$ cat src/rtl/bram_stream_reader_if.sv
// Bus bundle for bram_stream_reader: the BRAM read port plus the
// valid/ready output stream. "master" is the reader side; "slave" is the
// BRAM/sink side.
interface bram_stream_reader_if #(
  parameter int W_DATA = 32,
  parameter int W_WORD = 4
);
  logic              bram_en;
  logic              bram_we;
  logic [W_WORD-1:0] bram_addr;
  logic [W_DATA-1:0] bram_dout;
  logic              m_valid;
  logic              m_ready;
  logic [W_DATA-1:0] m_data;
  logic              m_last;

  modport master (
    output bram_en, bram_we, bram_addr,
    input  bram_dout,
    output m_valid, m_data, m_last,
    input  m_ready
  );

  modport slave (
    input  bram_en, bram_we, bram_addr,
    output bram_dout,
    input  m_valid, m_data, m_last,
    output m_ready
  );
endinterface

$ cat src/rtl/bram_stream_reader.sv
// bram_stream_reader: on start, reads len consecutive BRAM words from
// base_addr (address wraps modulo the BRAM depth) and streams them out over
// valid/ready. A 2-entry buffer absorbs back-pressure; a word still in
// flight from the BRAM is presented directly when the buffer is empty, so a
// always-ready sink sees the first word two cycles after start and then one
// word per clock.
// Optional feature: define BRAM_RD_STALL_CNT_EN to add the stall_cnt output.
module bram_stream_reader #(
  parameter int W_DATA = 32,
  parameter int W_WORD = 4,
  parameter int W_LEN  = 5
) (
  input  logic              clk,
  input  logic              rstn,
  input  logic              start,
  input  logic [W_WORD-1:0] base_addr,
  input  logic [W_LEN-1:0]  len,
  output logic              busy,
  output logic              done,
`ifdef BRAM_RD_STALL_CNT_EN
  output logic [15:0]       stall_cnt,
`endif
  bram_stream_reader_if.master bus
);

  typedef enum logic [1:0] {IDLE, RUN, DRAIN} state_t;

  localparam logic [W_LEN-1:0] LEN_ONE = W_LEN'(1);

  state_t            state_reg, state_next;
  logic [W_WORD-1:0] addr_reg;
  logic [W_LEN-1:0]  rem_reg;
  logic              pend_reg;       // a BRAM read was issued last cycle
  logic              pend_last_reg;  // ... and it was the final word
  logic [1:0]        cnt_reg;        // buffer occupancy, 0..2
  logic [W_DATA-1:0] buf_data_reg [2];
  logic              buf_last_reg [2];
  logic              done_reg;

  logic              issue;
  logic              accept;
  logic              zero_start;
  logic              valid_w;
  logic              last_w;
  logic [W_DATA-1:0] data_w;
  logic              pop;
  logic              push_store;
  logic [1:0]        wr_idx;

  // Output stream view: buffer head if occupied, else the word arriving from BRAM.
  assign valid_w    = (cnt_reg != 2'd0) | pend_reg;
  assign data_w     = (cnt_reg != 2'd0) ? buf_data_reg[0] : (pend_reg ? bus.bram_dout : '0);
  assign last_w     = (cnt_reg != 2'd0) ? buf_last_reg[0] : (pend_reg & pend_last_reg);
  assign pop        = valid_w & bus.m_ready;
  // An arriving word bypassed and accepted in the same cycle never enters the buffer.
  assign push_store = pend_reg & ~((cnt_reg == 2'd0) & pop);
  assign wr_idx     = cnt_reg - {1'b0, pop};

  assign accept     = (state_reg == IDLE) & start;
  assign zero_start = accept & (len == '0);

  assign bus.m_valid   = valid_w;
  assign bus.m_data    = data_w;
  assign bus.m_last    = last_w;
  assign bus.bram_en   = issue;
  assign bus.bram_we   = 1'b0;
  assign bus.bram_addr = addr_reg;
  assign busy          = (state_reg != IDLE);
  assign done          = done_reg;

  // FSM state register.
  always_ff @(posedge clk or negedge rstn) begin
    if (!rstn) state_reg <= IDLE;
    else       state_reg <= state_next;
  end

  // Next state and read issue: issue only while buffer space exceeds reads in flight.
  always_comb begin
    state_next = state_reg;
    issue      = 1'b0;
    case (state_reg)
      IDLE: begin
        if (start && (len != '0)) state_next = RUN;
      end
      RUN: begin
        issue = ((cnt_reg + {1'b0, pend_reg}) < 2'd2);
        if (issue && (rem_reg == LEN_ONE)) state_next = DRAIN;
      end
      DRAIN: begin
        if (pop && last_w) state_next = IDLE;
      end
      default: state_next = IDLE;
    endcase
  end

  // Address/remaining counters, in-flight tracking, occupancy and done pulse.
  always_ff @(posedge clk or negedge rstn) begin
    if (!rstn) begin
      addr_reg      <= '0;
      rem_reg       <= '0;
      pend_reg      <= 1'b0;
      pend_last_reg <= 1'b0;
      cnt_reg       <= 2'd0;
      done_reg      <= 1'b0;
    end else begin
      if (accept) begin
        addr_reg <= base_addr;
        rem_reg  <= len;
      end else if (issue) begin
        addr_reg <= addr_reg + 1'b1;
        rem_reg  <= rem_reg - 1'b1;
      end
      pend_reg      <= issue;
      pend_last_reg <= issue & (rem_reg == LEN_ONE);
      cnt_reg       <= cnt_reg + {1'b0, pend_reg} - {1'b0, pop};
      done_reg      <= (pop & last_w) | zero_start;
    end
  end

  // Two-entry buffer: pop shifts entry 1 to the head; arriving word lands behind survivors.
  always_ff @(posedge clk or negedge rstn) begin
    if (!rstn) begin
      buf_data_reg[0] <= '0;
      buf_data_reg[1] <= '0;
      buf_last_reg[0] <= 1'b0;
      buf_last_reg[1] <= 1'b0;
    end else begin
      if (pop) begin
        buf_data_reg[0] <= buf_data_reg[1];
        buf_last_reg[0] <= buf_last_reg[1];
      end
      if (push_store) begin
        if (wr_idx[0]) begin
          buf_data_reg[1] <= bus.bram_dout;
          buf_last_reg[1] <= pend_last_reg;
        end else begin
          buf_data_reg[0] <= bus.bram_dout;
          buf_last_reg[0] <= pend_last_reg;
        end
      end
    end
  end

`ifdef BRAM_RD_STALL_CNT_EN
  logic [15:0] stall_cnt_reg;
  assign stall_cnt = stall_cnt_reg;

  // Count busy cycles where the sink stalls a valid word; saturating.
  always_ff @(posedge clk or negedge rstn) begin
    if (!rstn) begin
      stall_cnt_reg <= 16'd0;
    end else if (accept) begin
      stall_cnt_reg <= 16'd0;
    end else if (busy && valid_w && !bus.m_ready && (stall_cnt_reg != 16'hFFFF)) begin
      stall_cnt_reg <= stall_cnt_reg + 16'd1;
    end
  end
`endif

endmodule

$ cat src/flat_wrapper.sv
// flat-port wrapper written by rule: the top's interface ports become plain ports
module bram_stream_reader_flat 
#(
  parameter int W_DATA = 32,
  parameter int W_WORD = 4,
  parameter int W_LEN  = 5
)
  (clk, rstn, start, base_addr, len, busy, done, bus_bram_en, bus_bram_we, bus_bram_addr, bus_bram_dout, bus_m_valid, bus_m_data, bus_m_last, bus_m_ready);
  bram_stream_reader_if #(.W_DATA(W_DATA), .W_WORD(W_WORD)) bus_i ();
  input  logic clk;
  input  logic rstn;
  input  logic start;
  input  logic [W_WORD-1:0] base_addr;
  input  logic [W_LEN-1:0] len;
  output logic busy;
  output logic done;
  output wire logic [$bits(bus_i.bram_en)-1:0] bus_bram_en;
  output wire logic [$bits(bus_i.bram_we)-1:0] bus_bram_we;
  output wire logic [$bits(bus_i.bram_addr)-1:0] bus_bram_addr;
  input wire logic [$bits(bus_i.bram_dout)-1:0] bus_bram_dout;
  output wire logic [$bits(bus_i.m_valid)-1:0] bus_m_valid;
  output wire logic [$bits(bus_i.m_data)-1:0] bus_m_data;
  output wire logic [$bits(bus_i.m_last)-1:0] bus_m_last;
  input wire logic [$bits(bus_i.m_ready)-1:0] bus_m_ready;
  assign bus_bram_en = bus_i.bram_en;
  assign bus_bram_we = bus_i.bram_we;
  assign bus_bram_addr = bus_i.bram_addr;
  assign bus_i.bram_dout = bus_bram_dout;
  assign bus_m_valid = bus_i.m_valid;
  assign bus_m_data = bus_i.m_data;
  assign bus_m_last = bus_i.m_last;
  assign bus_i.m_ready = bus_m_ready;
  bram_stream_reader #(.W_DATA(W_DATA), .W_WORD(W_WORD), .W_LEN(W_LEN)) u_core (.clk(clk), .rstn(rstn), .start(start), .base_addr(base_addr), .len(len), .busy(busy), .done(done), .bus(bus_i));
endmodule
$ cat config.mk
export PLATFORM = sky130hd
export DESIGN_NAME = bram_stream_reader_flat
export DESIGN_NICKNAME = d
export VERILOG_FILES = /design/src/rtl/bram_stream_reader_if.sv /design/src/rtl/bram_stream_reader.sv /design/src/flat_wrapper.sv
export SDC_FILE = /design/constraint.sdc
export NUM_CORES = 1
export LEC_CHECK = 0
export BUFFER_PORTS_ARGS = -buffer_cell sky130_fd_sc_hd__buf_2
export CORE_ASPECT_RATIO = 0.9
export CORE_UTILIZATION = 41
export DETAILED_ROUTE_END_ITERATION = 16
export PLACE_DENSITY = 0.68
export SLEW_MARGIN = 20
export SYNTH_ARGS = -nofsm -noshare
export SYNTH_HDL_FRONTEND = slang
export SYNTH_SLANG_ARGS = --single-unit
$ cat constraint.sdc
create_clock -name clk -period 2.1 [get_ports clk]
set_input_delay 0.42 -clock clk [delete_from_list [all_inputs] [get_ports clk]]
set_output_delay 0.42 -clock clk [all_outputs]
set_load 0.02 [all_outputs]
---- Word-level counts from Yosys, hierarchy flattened ----
Index checks and enable logic that the tools add are counted.
Widths: inputs -> output; s select.
cells by class
  eq/ne operators ......................... 6
  $lt $le $gt $ge ......................... 1
  reduce and logical (&&, ||, !) cells .... 12
  $add $sub $neg .......................... 5
  mux-type cells .......................... 20
  bitwise logic cells ..................... 11
operator list
  cell                 count
  $mux 32              5
  $mux 64              1
  $mux 5               2
  $and 1x1->1          8
  $mux 2               4
  $mux 4               2
  $pmux 2 s3           1
  $reduce_bool 2->1    3
  $eq 5x1->1 const B   1
  $logic_not 5->1      1
  $mux 1               5
  $reduce_bool 5->1    1
  $sub 5x1->5 const B  1
  $add 4x1->4 const B  1
  $logic_not 2->1      2
  $ne 2x1->1 const B   2
  $logic_and 1x1->1    3
  $reduce_and 3->1     1
  $add 2x1->2          1
  $eq 2x1->1 const B   1
  $eq 2x2->1 const B   1
  $lt 2x2->1 const B   1
  $ne 2x2->1 const B   1
  $or 1x1->1           2
  4 further kinds      4
word-level totals
  bits of input ports ..................... 45
  output and inout bits ................... 42
  register bits ........................... 82
  word-level logic and storage cells ...... 66

---- Longest topological paths before layout ----
  depth after elaboration ................. 7
  depth in mapped cells ................... 7
  depth with buffers taken out ............ 6

---- Worst setup path before layout ----
No wires, ideal clock.
  path type ............................... register to output
  start ................................... register u_core.cnt_reg[0]
  end ..................................... output port bus_m_data[23]
  stages on the path, launching flop included .. 5
  data arrival time ....................... 1589 ps
  slack ................................... 91 ps
  buffers on the path ..................... 2
  cells stage by stage .................... dfrtp_1 > or2_2 > clkbuf_1 > clkbuf_1 > o21ai_0
on the way
  word-level cells in the longest chain between the ends .. 2
ends and longest elaborated chain
  what                      RTL line                   text
  start: declaration        bram_stream_reader.sv:35   logic [1:0] cnt_reg;
  start signal: assignment  bram_stream_reader.sv:115  cnt_reg <= cnt_reg + {1'b0, pend_reg} - {1'b0, pop};
  $reduce_bool 2->1         bram_stream_reader.sv:52   assign data_w = (cnt_reg != 2'd0) ? buf_data_reg[0] : (pend_reg ? bus.bram_dout : '0);
  $mux 32                   bram_stream_reader.sv:52
  end: declaration          flat_wrapper.sv:22         output wire logic [$bits(bus_i.m_data)-1:0] bus_m_data;
Every way passes these cells.

---- Final worst setup path ----
  start ................................... register u_core.pend_reg
  end ..................................... output port bus_bram_en
on the way
  word-level cells in the longest chain between the ends .. 3
ends and longest elaborated chain
  what                      RTL line                   text
  start: declaration        bram_stream_reader.sv:33   logic pend_reg;
  start signal: assignment  bram_stream_reader.sv:113  pend_reg <= issue;
  $add 2x1->2               bram_stream_reader.sv:86   issue = ((cnt_reg + {1'b0, pend_reg}) < 2'd2);
  $lt 2x2->1                bram_stream_reader.sv:86
  $mux 1                    bram_stream_reader.sv:81   case (state_reg)
  end: declaration          flat_wrapper.sv:17         output wire logic [$bits(bus_i.bram_en)-1:0] bus_bram_en;
Every way passes these cells.

==> results.toml <==
[grt]
antenna_found_initial = 0
track_usage_pct = 19.6
grt_pass1_wl_um = 15700
grt_remaining_overflow = 0
grt_max_degree = 46
grt_pass1_vias = 3309

[run_status]
status = "completed"

[power_and_ir_drop]
p_clk_share_pct = 13.7
power.leakage_nw = 2.37
swShare_pct = 42.9
p_int_mw = 4.96
p_switching_mw = 3.73
power.density_nw_per_um2 = 1760
p_total_mw = 8.69
ir_drop_mv = 1.03
p_seq_share_pct = 32.8
combPwrFrac_pct = 53.5

[sta]
layout_min_cycle_time_ns = 2.06
skew_ns = 0.0115
finalSetupViolCount = 0
finalMaxSlewViolations = 0
slew_headroom_pct = 66.4
clock.fmax_mhz = 487
hold_viol_final = 0
rsz0062_at_grt = "true"
tightest_slew_ns = 0.504
fin_crit_sh_pct = 97.9
fin_hold_ws_ns = 0.0166

[setup_path]
cp_num_cells = 5
critPathTopFamily = "flip-flops"
reg2reg_to = "u_core.buf_data_reg[37]"
cp-end-kind = "primary output"
cpMaxStageDelayCell = "dfrtp_2"
crit_type = "reg -> out"
cp-startpoint = "u_core.pend_reg"
worstPathCellList = "ha_4, xor2_4, or2_4, inv_4, buf_6"
crit_fanout = 6
cp.arrival_ns = 1.64
reg2reg_slack_ns = 0.25
crit_buf_inv = 2
slowest_delay_ns = 0.44
required_ns = 1.68
rr_startpoint = "u_core.cnt_reg[0]"
rr_worst_depth = 7
startpoint_type = "flip-flop"

[job]
maxCapViolCount = 0

[logic_synthesis]
synth.distinct_cells = 36
synthAdderAreaFrac_pct = 1.56
netlist_area_um2 = 4020
synth_area_leaders = "dfrtp_1, nand2_1, mux2_2"
synth_warnings = 0
synth-simple-area-share_pct = 20.0
synth_ff_type = "dfrtp_1"
ys_seq_area_share_pct = 51.1
synth_edf_count = 0
synthMuxAreaShare_pct = 9.25
synth_top_family_by_area = "simple AND/OR/NAND/NOR gates"
synth_top_area_share_pct = 51.1
async_flop_share_pct = 100
synth_compound_area_share_pct = 12.1
avgSynthCellArea_um2 = 8.87
syn_nets = 503
synthXorXnorAreaFrac_pct = 1.49
ys_ff_latch = 82
synthCells = 453
yosysTopAreaCell = "dfrtp_1"

[route]
wirelength_um = 9250
drtIter0Drc = 289
route.detailed.wl_per_inst_um = 13.9
drc = 0
ant_nets = 0
num_vias = 3449
viasPerCell = 5.17
firstDrtPassIters = 6

[clock_network]
h-tree-depth = 3
cts_buffer_depth = 2
clkTransAtPathRegs_ns = 0.09
clk-insertion-delay-late_ns = 0.35
cts_tree = "yes"
cts.sinks = 82
cts_made_buffers = 9
cts_hold_buf = 0
cts-root-buf = "clkbuf_8"

[placement]
dpl.cell_count = 645
place_congestion = 0.770
port_buffers = 85
dp_hpwl_um = 6250
place_area_um2 = 4600

[final_layout]
fin_area_um2 = 4930
instances_no_fill = 667
final_cell_mix = "nand2_1, dfrtp_1, buf_2"
area_delta_synth_final_pct = 22.6
multi_input_area_um2 = 1830
largest_register_ffs = 64
final_common_cell = "nand2_1"
antenna_cells = 0
fin_nets = 590
area.sequential_um2 = 2050
drive_gt1_share_pct = 30.3
final.fill_count = 879

[floorplanning]
dieHeight_um = 95.9
start_util_pct = 43.1
die_w_um = 106
core_um2 = 9330
fp-row-count = 33
io_pins = 87
dieArea_um2 = 10200

[hold_path]
worstHoldPathType = "in -> async"
==> how the worst max path moves through the flow <==
| stage | to | slack (ns) |
|---|---|---|
| final | bus_bram_en | 0.04 |
| after global routing | bus_bram_en | -0.02 |
| after floorplan | bus_m_data[23] | 0.09 |
| after CTS | bus_bram_en | -0.02 |
| after global placement | bus_bram_en | 0.25 |
| after detailed placement | bus_bram_en | 0.20 |
==> power by group through the flow <==
stage / Sequential [mW] / Combinational (mW) / Clock, mW
finish: 2.85 / 4.65 / 1.19
CTS: 2.83 / 4.48 / 1.23
global route: 2.94 / 5.19 / 1.28
global placement: 2.82 / 4.19 / 0
detailed placement: 2.87 / 4.31 / 0
floorplan: 2.79 / 3.08 / 0
==> cell families after synthesis <==
family	Yosys count
adder cells (fa/ha/maj)	5
multiplexers	33
buffers and inverters	40
AND/OR/NAND/NOR	203
flip-flops	82
XOR/XNOR	6
AO/OA/AOI/OAI	83
other	1
==> per-stage QoR <==
stage / setup WS [ns] / util, % / TNS, ns
2_1_floorplan: 0.0913 / - / 0
3_3_place_gp: 0.249 / 49.3 / 0
3_5_place_dp: 0.205 / 49.3 / 0
4_1_cts: -0.0170 / 52.2 / -0.0198
5_1_grt: -0.0160 / 52.8 / -0.0160
6_report: 0.0447 / 52.8 / 0
==> worst reg2reg max path: cells and delay by family (launching register included) <==
family | cells | cell delay, ns
buf+inv | 3 | 0.56
flops | 1 | 0.43
simple gates | 3 | 0.62
compound gates | 1 | 0.09
==> synthesized netlist by cell type (2+ instances only) <==
| cell | n |
|---|---|
| xnor2_1 | 4 |
| o21ai_0 | 36 |
| or3_1 | 2 |
| inv_1 | 8 |
| nand3_1 | 2 |
| buf_2 | 9 |
| a31oi_1 | 33 |
| inv_2 | 2 |
| dfrtp_1 | 82 |
| o21ai_1 | 2 |
| nand2_1 | 140 |
| a21oi_1 | 4 |
| nor2_1 | 45 |
| clkbuf_1 | 16 |
| mux2_2 | 33 |
| buf_4 | 2 |
| a221o_1 | 3 |
| buf_1 | 2 |
| ha_1 | 5 |
| nor3_1 | 4 |
| nand2b_1 | 3 |
| or2_2 | 2 |
==> layer usage <==
metal / global-route usage, % / wire, µm / vias to the layer above
li1: - / - / 1693
met1: 27.6 / 4430 / 1631
met2: 30.8 / 4170 / 112
met3: 3.86 / 540 / 13
met4: 5.44 / 104 / 0
met5: 0 / 0 / -
==> timing repair <==
item / CTS / global route
setup endpoints to repair: 34 / 33
pin swaps: 2 / 3
resized for setup: 15 / 24
setup buffers: 3 / 3
gates cloned: 0 / 0
==> cell type report <==
class	instances	area share, %
Tap cell	122	3.10
Clock buffer	10	2.79
Multi-Input combinational cell	331	37.0
Clock inverter	6	1.47
Timing Repair Buffer	106	13.1
Inverter	10	0.812
Sequential cell	82	41.7
(Power assumes the default switching activity.)
